==> src/rtl/regfile_pkg.sv <==
// Shared constants and helpers for the multi-port register file.
// Optional same-cycle write-to-read bypass is selected with REGFILE_BYPASS_EN.
package regfile_pkg;

    localparam int DEF_DATA_W = 32;
    localparam int DEF_ADDR_W = 5;
    localparam int DEF_NUM_RD = 2;
    localparam int REG_ZERO   = 0;

    // Low bit index of port `port` inside a flattened bus of `width`-bit fields.
    function automatic int slice_lo(input int port, input int width);
        return port * width;
    endfunction

endpackage

==> src/rtl/regfile_scoreboard.sv <==
// Per-register pending bits plus their registered population count.
// An issue to a register wins over a write retiring the same register.
module regfile_scoreboard
    import regfile_pkg::*;
#(
    parameter int ADDR_W = DEF_ADDR_W
) (
    input  logic                   clk,
    input  logic                   rst,
    input  logic                   iss_en,
    input  logic [ADDR_W-1:0]      iss_addr,
    input  logic                   clr0_en,
    input  logic [ADDR_W-1:0]      clr0_addr,
    input  logic                   clr1_en,
    input  logic [ADDR_W-1:0]      clr1_addr,
    output logic [2**ADDR_W-1:0]   busy,
    output logic [ADDR_W:0]        busy_cnt
);

    localparam int DEPTH = 2**ADDR_W;
    localparam int CW    = ADDR_W + 1;

    logic [DEPTH-1:0] set_vec;
    logic [DEPTH-1:0] clr_vec;
    logic [DEPTH-1:0] busy_next;
    logic [CW-1:0]    rise;
    logic [CW-1:0]    fall;

    always_comb begin
        set_vec = '0;
        clr_vec = '0;
        if (iss_en)  set_vec[iss_addr]  = 1'b1;
        if (clr0_en) clr_vec[clr0_addr] = 1'b1;
        if (clr1_en) clr_vec[clr1_addr] = 1'b1;
        set_vec[REG_ZERO] = 1'b0;
        busy_next = (busy & ~clr_vec) | set_vec;
        // Net count change: one set at most, up to two distinct clears.
        rise = '0;
        fall = '0;
        for (int i = 0; i < DEPTH; i++) begin
            rise = rise + CW'(busy_next[i] & ~busy[i]);
            fall = fall + CW'(busy[i] & ~busy_next[i]);
        end
    end

    always_ff @(posedge clk or negedge rst) begin
        if (!rst) begin
            busy     <= '0;
            busy_cnt <= '0;
        end else begin
            busy     <= busy_next;
            busy_cnt <= busy_cnt + rise - fall;
        end
    end

endmodule

==> src/rtl/regfile_mp.sv <==
// Parametrised register file: NUM_RD combinational read ports, two write ports
// (wr1 has priority), r0 hardwired to zero. Bypass build: REGFILE_BYPASS_EN.
module regfile_mp
    import regfile_pkg::*;
#(
    parameter int DATA_W = DEF_DATA_W,
    parameter int ADDR_W = DEF_ADDR_W,
    parameter int NUM_RD = DEF_NUM_RD
) (
    input  logic                       clk,
    input  logic                       rst,
    input  logic [NUM_RD*ADDR_W-1:0]   rd_addr,
    output logic [NUM_RD*DATA_W-1:0]   rd_data,
    output logic [NUM_RD-1:0]          rd_busy,
    input  logic                       wr0_en,
    input  logic [ADDR_W-1:0]          wr0_addr,
    input  logic [DATA_W-1:0]          wr0_data,
    input  logic                       wr1_en,
    input  logic [ADDR_W-1:0]          wr1_addr,
    input  logic [DATA_W-1:0]          wr1_data,
    input  logic                       iss_en,
    input  logic [ADDR_W-1:0]          iss_addr,
    output logic [ADDR_W:0]            busy_cnt
);

    localparam int DEPTH = 2**ADDR_W;
    localparam logic [ADDR_W-1:0] ZERO_ADDR = ADDR_W'(REG_ZERO);

    logic [DATA_W-1:0] mem [DEPTH];
    logic [DEPTH-1:0]  busy;
    logic              wr0_live;
    logic              wr1_live;
    logic [ADDR_W-1:0] ra;

    // wr0 is dropped when wr1 targets the same register in the same cycle.
    assign wr1_live = wr1_en && (wr1_addr != ZERO_ADDR);
    assign wr0_live = wr0_en && (wr0_addr != ZERO_ADDR) &&
                      !(wr1_live && (wr1_addr == wr0_addr));

    always_ff @(posedge clk or negedge rst) begin
        if (!rst) begin
            for (int i = 0; i < DEPTH; i++) mem[i] <= '0;
        end else begin
            if (wr0_live) mem[wr0_addr] <= wr0_data;
            if (wr1_live) mem[wr1_addr] <= wr1_data;
        end
    end

    // Any enabled write retires the destination, even a dropped wr0.
    regfile_scoreboard #(.ADDR_W(ADDR_W)) u_scoreboard (
        .clk       (clk),
        .rst       (rst),
        .iss_en    (iss_en),
        .iss_addr  (iss_addr),
        .clr0_en   (wr0_en),
        .clr0_addr (wr0_addr),
        .clr1_en   (wr1_en),
        .clr1_addr (wr1_addr),
        .busy      (busy),
        .busy_cnt  (busy_cnt)
    );

    always_comb begin
        rd_data = '0;
        rd_busy = '0;
        ra      = '0;
        for (int k = 0; k < NUM_RD; k++) begin
            ra = rd_addr[slice_lo(k, ADDR_W) +: ADDR_W];
            if (rst && (ra != ZERO_ADDR)) begin
                rd_data[slice_lo(k, DATA_W) +: DATA_W] = mem[ra];
                rd_busy[k] = busy[ra];
`ifdef REGFILE_BYPASS_EN
                if (wr0_live && (wr0_addr == ra)) begin
                    rd_data[slice_lo(k, DATA_W) +: DATA_W] = wr0_data;
                    rd_busy[k] = iss_en && (iss_addr == ra);
                end
                if (wr1_live && (wr1_addr == ra)) begin
                    rd_data[slice_lo(k, DATA_W) +: DATA_W] = wr1_data;
                    rd_busy[k] = iss_en && (iss_addr == ra);
                end
`endif
            end
        end
    end

endmodule

==> config.mk <==
export PLATFORM = sky130hd
export DESIGN_NAME = regfile_mp
export DESIGN_NICKNAME = d
export VERILOG_FILES = /design/src/rtl/regfile_pkg.sv /design/src/rtl/regfile_scoreboard.sv /design/src/rtl/regfile_mp.sv
export SDC_FILE = /design/constraint.sdc
export NUM_CORES = 2
export LEC_CHECK = 0
export ABC_AREA = 1
export BUFFER_PORTS_ARGS = -buffer_cell sky130_fd_sc_hd__buf_2
export CORE_UTILIZATION = 35
export CTS_BUF_LIST = sky130_fd_sc_hd__clkbuf_8
export DETAILED_ROUTE_END_ITERATION = 10
export GPL_TIMING_DRIVEN = 1
export PLACE_DENSITY = 0.53
export SYNTH_ARGS = -nofsm -noshare
export SYNTH_HDL_FRONTEND = slang
export SYNTH_SLANG_ARGS = --single-unit
==> constraint.sdc <==
create_clock -name clk -period 7.07 [get_ports clk]
set_clock_uncertainty 0.2 [all_clocks]
set_input_delay 0.707 -clock clk [delete_from_list [all_inputs] [get_ports clk]]
set_output_delay 0.707 -clock clk [all_outputs]
set_load 0.005 [all_outputs]
Yosys cells after proc, flatten, opt, wreduce, memory -nomap -nowiden:

Cells that the tools add are included.

* flip-flop bits (word level): 1062
* input port bits: 94
* output and inout bits: 72
* word-level logic and storage cells: 296

* add/sub/neg operators: 64
* $lt $le $gt $ge: 14
* equal/unequal tests: 1
* muxes and demuxes: 31
* bitwise operators: 136
* reductions and logical operators: 16

Operator list (count)
* $bwmux 1024: 2
* $mux 1024: 2
* $and 1x6->6: 64
* $not 1->6: 64
* $add 6x6->6: 63
* $mux 32: 11
* $bmux 32 s5: 2
* $demux 32 s5: 2
* $or 32x32->32: 2
* $and 32x32->32: 1
* $not 32->32: 1
* $lt 5x6->1 const B: 5
* $ge 6x6->1 const B: 4
* $not 5->6: 4
* $reduce_bool 5->1: 4
* $demux 1 s5: 3
* $ge 5x1->1 const B: 3
* $lt 6x1->1 const B: 2
* $logic_and 1x1->1: 11
* $bmux 1 s5: 2
* $mux 1: 7
* $sub 6x6->6: 1
* $eq 5x5->1: 1
* $logic_not 1->1: 1

Depth between registers and ports, before layout:

* word-level depth: 44
* depth in mapped cells: 28
* mapped depth without buffers: 27

By module:

Synthesis repeated with hierarchy kept, for this count alone.

* cell total of the unflattened synthesis: 12729
* area, all modules: 79477.5 sq um

Modules (own cells, without submodules)
* regfile_mp: instances 1, cells each 12198, area an instance 75364.8 sq um, seq. area each 25624.6 sq um
* regfile_scoreboard: instances 1, cells each 531, area an instance 4112.7 sq um, seq. area each 950.9 sq um

Worst setup path before layout:

No wires, ideal clock.

* path type: input to register
* from: input port wr0_addr[3]
* to: register u_scoreboard.busy_cnt[5]
* setup time: 0.124 ns
* data arrival time: 6.878 ns
* data required time: 6.746 ns
* setup slack: -0.132 ns
* stages on the path: 25
* path buffers: 1
* cells stage by stage: buf_2 nand3_1 nor2_1 inv_2 o211ai_1 o21ai_1 and2_1 fa_1 inv_1 fa_1 fa_1 fa_1 inv_1 fa_1 fa_1 fa_1 inv_1 fa_1 inv_1 ha_1 inv_1 fa_1 o21ai_0 a21oi_1 xnor2_1

* elaborated cells between the ends (all ways): 171
* those cells by class: add/sub (64); order compare (2); mux (4); bitwise (100); reduce/logical (1)

RTL lines
* start, declared: line regfile_mp.sv:16 `input logic [ADDR_W-1:0] wr0_addr,`
* $lt 5x6->1 (not written as such) or $ge 5x1->1 (tied branches): line regfile_scoreboard.sv:33 `if (clr0_en) clr_vec[clr0_addr] = 1'b1;`
* $logic_and 1x1->1 (not written as such): line regfile_scoreboard.sv:33
* $mux 1 (not written as such): line regfile_scoreboard.sv:33
* $demux 1 s5 *
* $mux 32 *: line regfile_scoreboard.sv:33
* $or 32x32->32 (no source line)
* $mux 32 *: line regfile_scoreboard.sv:34 `if (clr1_en) clr_vec[clr1_addr] = 1'b1;`
* $not 32->32 *: line regfile_scoreboard.sv:36 `busy_next = (busy & ~clr_vec) | set_vec;`
* $and 32x32->32 *: line regfile_scoreboard.sv:36
* $or 32x32->32 *: line regfile_scoreboard.sv:36
* named net u_scoreboard.busy_next[25]: line regfile_scoreboard.sv:25 `logic [DEPTH-1:0] busy_next;`
* $and 1x6->6 or $not 1->6 (tied branches): line regfile_scoreboard.sv:41, regfile_scoreboard.sv:42
* $add 6x6->6 or $and 1x6->6 (tied branches): line regfile_scoreboard.sv:41, regfile_scoreboard.sv:42
* $add 6x6->6, on equally long branches (6 in a row): line regfile_scoreboard.sv:41, regfile_scoreboard.sv:42
* $add 6x6->6, on equally long branches: line regfile_scoreboard.sv:52, regfile_scoreboard.sv:42
* $sub 6x6->6 *: line regfile_scoreboard.sv:52 `busy_cnt <= busy_cnt + rise - fall;`
* end signal, assigned: line regfile_scoreboard.sv:52
* end, declared: line regfile_scoreboard.sv:17 `output logic [ADDR_W:0] busy_cnt`

The timed path passes the listed nets; every way through them passes the cells marked *.

Worst setup path after layout:

* from: input port iss_addr[2]
* to: register u_scoreboard.busy_cnt[5]

* cells in the longest elaborated chain, start to end: 40
* elaborated cells between the ends (all ways): 164
* those cells by class: add/sub (64); order compare (2); mux (3); bitwise (94); reduce/logical (1)

Ends and longest elaborated chain
* start, declared: line regfile_mp.sv:22 `input logic [ADDR_W-1:0] iss_addr,`
* $lt 5x6->1 (not written as such) or $ge 5x1->1 (tied branches): line regfile_scoreboard.sv:32 `if (iss_en) set_vec[iss_addr] = 1'b1;`
* $logic_and 1x1->1 (not written as such): line regfile_scoreboard.sv:32
* $mux 1 (not written as such): line regfile_scoreboard.sv:32
* $demux 1 s5 *
* $mux 32 *: line regfile_scoreboard.sv:32
* $or 32x32->32 *: line regfile_scoreboard.sv:36
* $and 1x6->6 or $not 1->6 (tied branches): line regfile_scoreboard.sv:41, regfile_scoreboard.sv:42
* $add 6x6->6 or $and 1x6->6 (tied branches): line regfile_scoreboard.sv:41, regfile_scoreboard.sv:42
* $add 6x6->6, on equally long branches (30 in a row): line regfile_scoreboard.sv:41, regfile_scoreboard.sv:42
* $add 6x6->6, on equally long branches: line regfile_scoreboard.sv:52, regfile_scoreboard.sv:42
* $sub 6x6->6 *: line regfile_scoreboard.sv:52

Every way passes the cells marked *; elsewhere a longest branch is shown, timed or not.

==> flow_summary.toml <==
[run_status]
status = "completed"

[power_and_ir_drop]
power.density_nw_per_um2 = 322
irDropWorstVdd_uv = 2180
p_leak_nw = 46.5

[min_path]
hold_class = "input port to asynchronous set/reset pin"

[synthesis]
yosysWarnings = 0
netlist_area_um2 = 81000
synth_edf_count = 0
synthArstFlopShare_pct = 100
synth.distinct_cells = 32
synthCells = 13600
synthesis.nets = 13800
yosysSeqAreaShare_pct = 32.8
ys_ff_latch = 1062
synth.avg_cell_area_um2 = 5.94
synth_flop_cell = "dfrtp_1"

[cts]
cts_tree = "built"
clk_pin_slew_ns = 0.06
clk_latency_ns = 1.02
cts_max_path_buffers = 3
root_buffer = "clkbuf_8"
cts.sinks = 1062
h-tree-depth = 4
cts_buffers = 208

[routing]
routed_wl_um = 438000
drtPass1Iterations = 7
drc = 0
viasPerCell = 5.68
vias = 92900
antenna_left = 0
post_drt_wl_per_cell_um = 26.8
drt_iter0_markers = 11900

[global_route]
busiest_layer = "met2"
grt_util_all_layers_pct = 36.7
grt_pass1_wl_um = 625000
grt-ovfl-total = 0
grt_pass1_vias = 85100
grt_max_degree = 198
use_met2_pct = 56.5
antenna_found_initial = 27
grt_util_met3_pct = 7.76
grtUsageMet1_pct = 47.4

[placement]
dp_hpwl_um = 253000
gp_congestion = 0.980
portBuffers = 165

[final_layout]
final_cell_mix = "nand2_1, nand3_1, inv_1"
multi_input_area_um2 = 44900
drive_above_1_share_pct = 7.50
final_net_count = 13300
areaGrowthSynthToFinish_pct = 9.47
final_common_cell = "nand2_1"
utilization_pct = 38.6
register_area_um2 = 26600
fill_cells = 25500

[setup_path]
crit_type = "input port to flop"
cp-start-kind = "input port"
endpoint_kind = "flop"
crit_fanout = 6
arrival_ns = 7.54
required_ns = 7.77

[job]
drv_cap = 0

[die]
die_area_um2 = 233000
dieWidth_um = 483
io_pins = 166
initial_utilization_pct = 35.2
num_rows = 176
dieHeight_um = 483
coreArea_um2 = 230000

[sta]
fmax_mhz = 146
relSlewSlack_pct = 17.4
rsz0062_at_grt = "false"
holdWs_ns = 0.00248
hold_viol_final = 0
finalCriticalPeriod_ns = 6.84
finalMaxSlewViolations = 0
setup_viol_count_final = 0
worst_pin_slew_ns = 1.24
final_min_period_over_clock_period_pct = 96.8
synthesized netlist by cell type, types with 24 or more instances:
| cell | instances | area, um^2 |
|---|---|---|
| buf_2 | 321 | 1610 |
| buf_1 | 115 | 432 |
| nand3_1 | 2631 | 13200 |
| fa_1 | 59 | 1180 |
| a21oi_1 | 593 | 2970 |
| inv_2 | 24 | 90.1 |
| nand4_1 | 215 | 1350 |
| nor2_1 | 983 | 3690 |
| dfrtp_1 | 1062 | 26600 |
| inv_1 | 1240 | 4650 |
| o21ai_0 | 668 | 3340 |
| clkbuf_1 | 806 | 3030 |
| nand2_1 | 4791 | 18000 |
stage by stage:
step                instance area (um^2)  worst slack [ns]  total power [W]  instances  TNS [ns]
floorplan                          81000          0.000952           0.0177      13600         0
global placement                   84400            -0.476           0.0215      16000     -1.12
detailed placement                 84400            -0.485           0.0214      16000     -1.10
CTS                                88600            0.0573           0.0279      16300         0
global route                       88600            0.0542           0.0308      16300         0
finish                             88600             0.230           0.0285      16400         0
state kept, by name, summed over array words and instances (netlist names):
name,count
mem,1024
u_scoreboard.busy_cnt,6
u_scoreboard.busy,32
final cells by class:
| cell class | count | area share [%] |
|---|---|---|
| Antenna cell | 12 | 0.0339 |
| Multi-Input combinational cell | 10000 | 50.7 |
| Clock buffer | 260 | 4.04 |
| Tap cell | 3026 | 4.27 |
| Inverter | 1274 | 5.44 |
| Clock inverter | 108 | 0.597 |
| Sequential cell | 1062 | 30.0 |
| Timing Repair Buffer | 562 | 4.95 |
metal layers:
layer	share of wire [%]	vias up
li1	-	42200
met4	6.5	6
met1	39	43600
met2	44	5630
met3	10	1448
met5	0.0068	-
path summary, 6_finish.rpt:
check                      slack (ns)                  start                        to  depth (start not counted)
max in group asynchronous        3.74                    rst                  mem[771]                          5
setup reg to reg                 0.69  u_scoreboard.busy[26]  u_scoreboard.busy_cnt[5]                         21
min in group clk                 0.02            iss_addr[1]     u_scoreboard.busy[28]                          5
hold / removal                  0.002                    rst                   mem[40]                          2
hold reg to reg                  0.17              mem[1006]                 mem[1006]                          0
setup / recovery                 0.23            iss_addr[2]  u_scoreboard.busy_cnt[5]                         28
worst max-delay path: stages:
cell           delay (ns)
dlygate4sd3_1        0.54
buf_2                0.16
inv_1                0.17
nor3_1               0.10
buf_4                0.14
inv_1                0.08
buf_4                0.12
buf_4                0.13
o221ai_1             0.11
buf_4                0.16
fa_1                 0.54
inv_1                0.06
fa_1                 0.56
inv_2                0.07
fa_1                 0.55
fa_2                 0.45
fa_2                 0.49
fa_2                 0.41
fa_1                 0.51
inv_1                0.05
fa_1                 0.44
inv_1                0.07
ha_2                 0.17
inv_1                0.05
fa_2                 0.35
o21ai_2              0.13
a21oi_1              0.09
xnor2_1              0.12
power breakdown:
part | switching, W | internal [W] | total (W)
clock | 0.00319 | 0.00333 | 0.00652
sequential | 0.00114 | 0.00788 | 0.00902
combinational | 0.00758 | 0.00541 | 0.0130
logic make-up after synthesis:
logic type                 Yosys count  synth area share (%)
and+or+nand+nor                   8664                  45.1
buffers and inverters             2518                  12.2
DFF                               1062                  32.8
xor gates and xnor gates             6                0.0649
other                                1               0.00463
adders and majority gates           72                  1.66
AOI/OAI and AO/OA                 1304                  8.21
what timing repair did:
item | CTS | global route
hold endpoints to repair | 113 | 0
setup endpoints to repair | 0 | 2
resized for setup | 0 | 14
hold buffers | 6 | 0
setup buffers | 0 | 1
(Power assumes the default switching activity.)
